===== src/rtl/grf_wr_arbiter.sv =====
// Register-file write-port arbiter: pipeline W-stage writes share one port with a
// 2-entry buffer of secondary (MDU/CP0) writes. Optional trace: GRF_WR_ARB_TRACE_EN.
module grf_wr_arbiter #(
    parameter int DEPTH        = 2,
    parameter int STARVE_LIMIT = 4
) (
    input  logic        clk,
    input  logic        reset,
    input  logic        w_we,
    input  logic [4:0]  w_wa,
    input  logic [31:0] w_wd,
    input  logic [31:0] w_pc,
    input  logic        m_valid,
    input  logic [4:0]  m_wa,
    input  logic [31:0] m_wd,
    input  logic [31:0] m_pc,
    output logic        m_ready,
    output logic        RegWrite,
    output logic [4:0]  WA,
    output logic [31:0] WD,
    output logic [31:0] PC,
    output logic [31:0] busy_mask,
    output logic        stall_req
);
    localparam int CW = $clog2(DEPTH + 1);

    typedef struct packed {
        logic        v;
        logic [4:0]  wa;
        logic [31:0] wd;
        logic [31:0] pc;
    } ent_t;

    // slot 0 is the head; slots at or above cnt_q are held at zero
    ent_t [DEPTH-1:0] buf_q, buf_k, buf_n;
    logic [CW-1:0]    cnt_q, cnt_n;
    logic [3:0]       starve_q, starve_n;
    logic             stall_n;
    logic             head_occ, head_vld, grant_w, grant_h, pop, push;

    assign m_ready = (cnt_q != CW'(DEPTH));

    always_comb begin
        head_occ = (cnt_q != '0);
        head_vld = head_occ && buf_q[0].v;
        // a frozen pipeline re-presents its write, so it is ignored while stalling
        grant_w  = reset && !stall_req && w_we && (w_wa != '0);
        grant_h  = reset && head_vld && !grant_w;
        pop      = head_occ && (grant_h || !buf_q[0].v);
        push     = m_valid && m_ready && (m_wa != '0);
    end

    always_comb begin
        RegWrite = grant_w || grant_h;
        WA       = '0;
        WD       = '0;
        PC       = '0;
        if (grant_w) begin
            WA = w_wa;
            WD = w_wd;
            PC = w_pc;
        end else if (grant_h) begin
            WA = buf_q[0].wa;
            WD = buf_q[0].wd;
            PC = buf_q[0].pc;
        end
    end

    always_comb begin
        busy_mask = '0;
        for (int i = 0; i < DEPTH; i++)
            if ((CW'(i) < cnt_q) && buf_q[i].v)
                busy_mask[buf_q[i].wa] = 1'b1;
        busy_mask[0] = 1'b0;
    end

    // kill applies to entries already buffered; this cycle's accept is younger
    always_comb begin
        buf_k = buf_q;
        for (int i = 0; i < DEPTH; i++)
            if (grant_w && (buf_q[i].wa == w_wa))
                buf_k[i].v = 1'b0;

        buf_n = buf_k;
        cnt_n = cnt_q;
        if (pop) begin
            for (int i = 0; i < DEPTH - 1; i++)
                buf_n[i] = buf_k[i+1];
            buf_n[DEPTH-1] = '0;
            cnt_n = cnt_q - 1'b1;
        end
        if (push) begin
            for (int i = 0; i < DEPTH; i++)
                if (cnt_n == CW'(i))
                    buf_n[i] = '{v: 1'b1, wa: m_wa, wd: m_wd, pc: m_pc};
            cnt_n = cnt_n + 1'b1;
        end
    end

    // stall also drops when the head is gone (killed/empty) so it cannot hang
    always_comb begin
        if (!head_occ || grant_h)
            starve_n = '0;
        else if (head_vld && (starve_q != 4'hF))
            starve_n = starve_q + 1'b1;
        else
            starve_n = starve_q;

        if (grant_h || !head_vld)
            stall_n = 1'b0;
        else if (starve_n >= 4'(STARVE_LIMIT))
            stall_n = 1'b1;
        else
            stall_n = stall_req;
    end

    always_ff @(posedge clk or negedge reset) begin
        if (!reset) begin
            buf_q     <= '0;
            cnt_q     <= '0;
            starve_q  <= '0;
            stall_req <= 1'b0;
        end else begin
            buf_q     <= buf_n;
            cnt_q     <= cnt_n;
            starve_q  <= starve_n;
            stall_req <= stall_n;
        end
    end

`ifdef GRF_WR_ARB_TRACE_EN
    always @(posedge clk)
        if (RegWrite)
            $display("%0t@%h: $%0d <= %h%s", $time, PC, WA, WD, grant_h ? " (m)" : "");
`endif

endmodule


===== config.mk =====
export PLATFORM = sky130hd
export DESIGN_NAME = grf_wr_arbiter
export DESIGN_NICKNAME = d
export VERILOG_FILES = /design/src/rtl/grf_wr_arbiter.sv
export SDC_FILE = /design/constraint.sdc
export NUM_CORES = 1
export LEC_CHECK = 0
export ABC_AREA = 1
export CAP_MARGIN = 0
export CORE_MARGIN = 2
export CORE_UTILIZATION = 40
export DETAILED_ROUTE_END_ITERATION = 12
export DONT_BUFFER_PORTS = 1
export GPL_ROUTABILITY_DRIVEN = 0
export GPL_TIMING_DRIVEN = 0
export PLACE_DENSITY = 0.68
export SYNTH_ARGS = -nofsm -noshare
export SYNTH_HDL_FRONTEND = slang
export SYNTH_SLANG_ARGS = --single-unit

===== constraint.sdc =====
create_clock -name clk -period 2.75 [get_ports clk]
set_input_delay 0 -clock clk [delete_from_list [all_inputs] [get_ports clk]]
set_output_delay 0 -clock clk [all_outputs]
set_load 0.01 [all_outputs]

; Word-level counts from Yosys, hierarchy flattened
; Index checks and enable logic that the tools add are counted.
; W data, S select, Z words.
[word_totals]
input_bits = 142
output_inout_bits = 104
word_cells = 81
ff_bits = 147
[op_classes]
bitwise_logic = 1
eq_ne = 5
n_mux = 24
add_sub_neg = 3
reduce_logical = 30
n_lt_le_gt_ge = 7
[ops]
columns = cell, count
row1 = $mux W140, 2
row2 = $mux W32, 6
row3 = $mux W70, 2
row4 = $or A32 B32 Y32, 1
row5 = $logic_and A1 B1 Y1, 16
row6 = $lt A5 B6 Y1 const B, 2
row7 = $demux W1 S5, 2
row8 = $eq A5 B5 Y1, 2
row9 = $ge A5 B1 Y1 const B, 2
row10 = $mux W5, 2
row11 = $reduce_bool A5 Y1, 2
row12 = $mux W4, 2
row13 = $mux W1, 6
row14 = $logic_not A1 Y1, 5
row15 = $add A4 B1 Y4 const B, 1
row16 = $ge A4 B3 Y1 const B, 1
row17 = $logic_or A1 B1 Y1, 4
row18 = $lt A1 B2 Y1 const A, 2
row19 = $mux W2, 2
row20 = $ne A4 B4 Y1 const B, 1
row21 = $reduce_bool A2 Y1, 2
row22 = $add A2 B1 Y2 const B, 1
row23 = $eq A2 B1 Y1 const B, 1
row24 = $logic_not A2 Y1, 1
row25 = 2 further kinds, 2

; Longest topological paths before layout
[depth]
ltp_word = 12
depth_mapped = 18
ltp_nobuf = 15

; Worst setup path before layout
; No wires, ideal clock.
[synth_path]
kind = reg-to-reg
startpoint = register cnt_q[0]
endpoint = register buf_q (netlist bit buf_k[104])
n_path_buf = 4
synth_period_minus_slack_ns = 2.785
path_slack_ns = -0.035
arrival_ns = 2.719
stages_incl_launch_ff = 19
setup_ns = 0.066
required_time_ns = 2.684
path_cell_list = dfrtp_1 -> inv_1 -> ha_1 -> nor2_2 -> inv_2 -> nor2_1 -> nand2_2 -> nand2_2 -> nand2_1 -> nand2_1 -> nand2_2 -> buf_2 -> inv_1 -> ha_1 -> clkbuf_1 -> clkbuf_1 -> clkbuf_1 -> nand3_1 -> nand2_1
[synth_rtl]
columns = element, line
row1 = "start, declared", 36  ; logic [CW-1:0] cnt_q, cnt_n;
row2 = "start signal, assigned", 125  ; cnt_q <= cnt_n;
row3 = "end signal, assigned", 124  ; buf_q <= buf_n;
row4 = "end, declared", 35  ; ent_t [DEPTH-1:0] buf_q, buf_k, buf_n;

==> flow_summary.ini <==
[routing]
dr_total_vias = 9449
first_pass_iters = 5
viasPerCell = 5.727
wl_per_cell_um = 20.09
drc = 0
drt_iter0_drc = 895
ant_nets = 0
wirelength_um = 33140

[outcome]
status = finished, violations left
violations = negative hold slack

[power_and_ir_drop]
vdd_ir_drop_max_uv = 622.8
power_leakage_nw = 5.576
total_power_w = 0.01193
power.density_nw_per_um2 = 1127

[clocking]
clockRootBuffer = clkbuf_16
clock_latency_ns = 0.43
clk_pin_slew_worst_paths_ns = 0.06
h-tree-depth = 4
cts_buffers = 17
cts_tree = done
holdBufCountCts = 77
cts_buffer_depth = 2
cts_sinks = 147

[worst_setup_path]
reg2reg_from = cnt_q[0]$_DFF_PN0_
worstPathRequired_ns = 3.07
crit_fanout = 10
start_kind = flop
arrival_ns = 2.92
endpoint_kind = flop
crit_type = reg2reg
crit_start = cnt_q[0]$_DFF_PN0_

[logic_synthesis]
synth_top_area_cell = dfrtp_1
synth-simple-area-share_pct = 45.93
synthesis.instances = 1262
synth_area_sq_um = 8685
synth_edf_count = 0
synth_top_family_by_area = simple AND/OR/NAND/NOR gates
yosysSeqAreaShare_pct = 42.36
syn_avg_cell_area_sq_um = 6.882
syn_nets = 1409
ys_types = 23
synth_compound_area_share_pct = 3.026
yosysWarnings = 0
netlist.area_leader.share_pct = 42.36
synth_most_common_cell = nand2_1
synthMuxAreaShare_pct = 0
synth.ff_latch_count = 147
synthArstFlopShare_pct = 100.0
synthXorXnorAreaFrac_pct = 1.009
synthTopCellsByArea = dfrtp_1 (42%), nand2_1 (22%), nand3_1 (17%)
synth_top_flop_cell = dfrtp_1
synth_common_cells = nand2_1 (519), nand3_1 (288), dfrtp_1 (147)
synth_fa_ha_area_share_pct = 0.7204

[grt]
antenna_found_initial = 0
grt_max_degree = 149
first_global_vias = 9032
grt_pass1_wl_um = 50150
globalRouteOverflowTotal = 0
grt_usage_pct = 28.90

[sta]
finalSetupViolCount = 0
maxSlewViolCount = 0
finalCritPeriodShare_pct = 94.62
fin_crit_ns = 2.602
fmax_mhz = 384.3
slew_headroom_pct = 34.49
tightest_slew_ns = 0.9752
whs_ns = -0.7372
hold_viol = 147
rsz0062_at_grt = no
finalSetupTns_ns = 0
finClkSkew_ns = 0.008295

[floorplanning]
core_sq_um = 21150
start_util_pct = 41.05
rows = 53
dieHeight_um = 151.4
die_w_um = 151.4
die-area_sq_um = 22910
ioPinCount = 246

[finish]
final_nets = 1509
final_cells = 1650
syn_to_final_growth_pct = 21.93
drive_gt1_share_pct = 8.509
antenna_cells = 0

[placement]
portBuffers = 0
dp_hpwl_um = 22930
dp.cells = 1537

[run]
drv_cap = 0

[worst_hold_path]
hold_path.class = in2async
-- sequential cells by signal (all words and copies together) (netlist names) --
signal and cells:
cnt_q 2, buf_q 2, stall_req 1, starve_q 4, buf_k 138
-- final cells by class --
type	instances	area, sq um
Clock buffer	23	478.0
Fill cell	2097	10570
Sequential cell	147	3679
Inverter	31	116.4
Clock inverter	9	151.4
Multi-Input combinational cell	976	4453
Buffer	106	551.8
Timing Repair Buffer	83	815.8
Tap cell	275	344.1
-- worst paths after layout --
| path | endpoint | slack (ns) | cells after the start |
|---|---|---|---|
| max in group asynchronous | buf_k[64]$_DFF_PN0_ | 3.30 | 0 |
| max | buf_k[106]$_DFF_PN0_ | 0.15 | 16 |
| max reg2reg | buf_k[106]$_DFF_PN0_ | 0.15 | 16 |
| min | buf_k[104]$_DFF_PN0_ | -0.74 | 0 |
| min in group clk | buf_q[69]$_DFF_PN0_ | 0.06 | 6 |
| min reg2reg | buf_k[93]$_DFF_PN0_ | 0.50 | 2 |
-- layout by cell type, fill, tap and decap left out --
master           Yosys  final
nand2_4              0      4
clkdlybuf4s15_2      0      1
nor2_1              10      9
o21ai_0             42     42
clkinv_4             0      1
clkinv_2             0      3
a31o_2               1      1
clkbuf_4             0      9
o22ai_1              3      3
bufinv_16            0      4
ha_2                 0      1
inv_2                3      3
nand2_1            519    517
clkbuf_2             0     13
nand2_2              4      2
ha_1                 5      3
clkbuf_1            64     42
nand3_2              1      1
dfrtp_1            147    147
nand3_1            288    288
clkbuf_8             0      4
nand4_1             72     72
clkinvlp_4           0      1
xor2_1               6      6
inv_1               28     28
conb_1               1      1
xnor2_1              4      4
buf_4               11     19
nor3_1              14     14
dlygate4sd3_1        0     77
nor2_4               0      1
ha_4                 0      1
a21oi_1              5      5
nor2_2               1      1
clkbuf_16            0     17
buf_2               30     30
-- where the power goes --
part / switching [W] / total (W) / internal (W)
clock network: 0.000935 / 0.00252 / 0.00159
logic: 0.00422 / 0.00604 / 0.00182
registers: 0.000454 / 0.00337 / 0.00292
-- stage by stage --
| step | instance area, sq um | setup WS [ns] | utilization [%] |
|---|---|---|---|
| 6_report | 10590 | 0.1479 | 50.06 |
| 5_1_grt | 10590 | 0.02428 | 50.06 |
| 4_1_cts | 10550 | 0.008002 | 49.88 |
| 3_5_place_dp | 9029 | -1.204 | 42.68 |
| 3_3_place_gp | 9029 | -1.124 | 42.68 |
| 2_1_floorplan | 8685 | -0.03482 | - |
-- cells by family after synthesis --
| family | Yosys count |
|---|---|
| DFF | 147 |
| buffers and inverters | 139 |
| adders and majority gates | 5 |
| AOI/OAI and AO/OA | 51 |
| other | 1 |
| xor gates and xnor gates | 10 |
| and+or+nand+nor | 909 |
-- layer usage --
layer  wire length [um]  up-vias  track usage (%)  part of all wire, %
met5                  0        -                0                    0
met4                998        0            9.766                  3.0
met3               3266       71            7.892                  9.9
met2              15550      502            46.81                   47
met1              13330     4471            37.38                   40
li1                   -     4405                -                    -
-- critical path, stage by stage (launching register included) --
cell and delay, ns:
dfrtp_1 0.39, inv_1 0.10, ha_2 0.23, nor2_4 0.12, inv_2 0.07, nor2_2 0.11
nand2_2 0.10, nand2_4 0.11, nand2_1 0.10, nand2_1 0.13, nand2_4 0.06, buf_4 0.18
ha_4 0.21, clkbuf_8 0.18, clkbuf_4 0.20, nand3_1 0.11, nand2_1 0.07
-- what timing repair did --
item,in CTS,in global routing
gates resized for setup,42,18
setup endpoints to repair,133,95
hold endpoints to repair,289,147
gates cloned,0,0
setup buffers,4,2
pin swaps,2,1
Note: power is estimated with default switching activity, not from simulation.
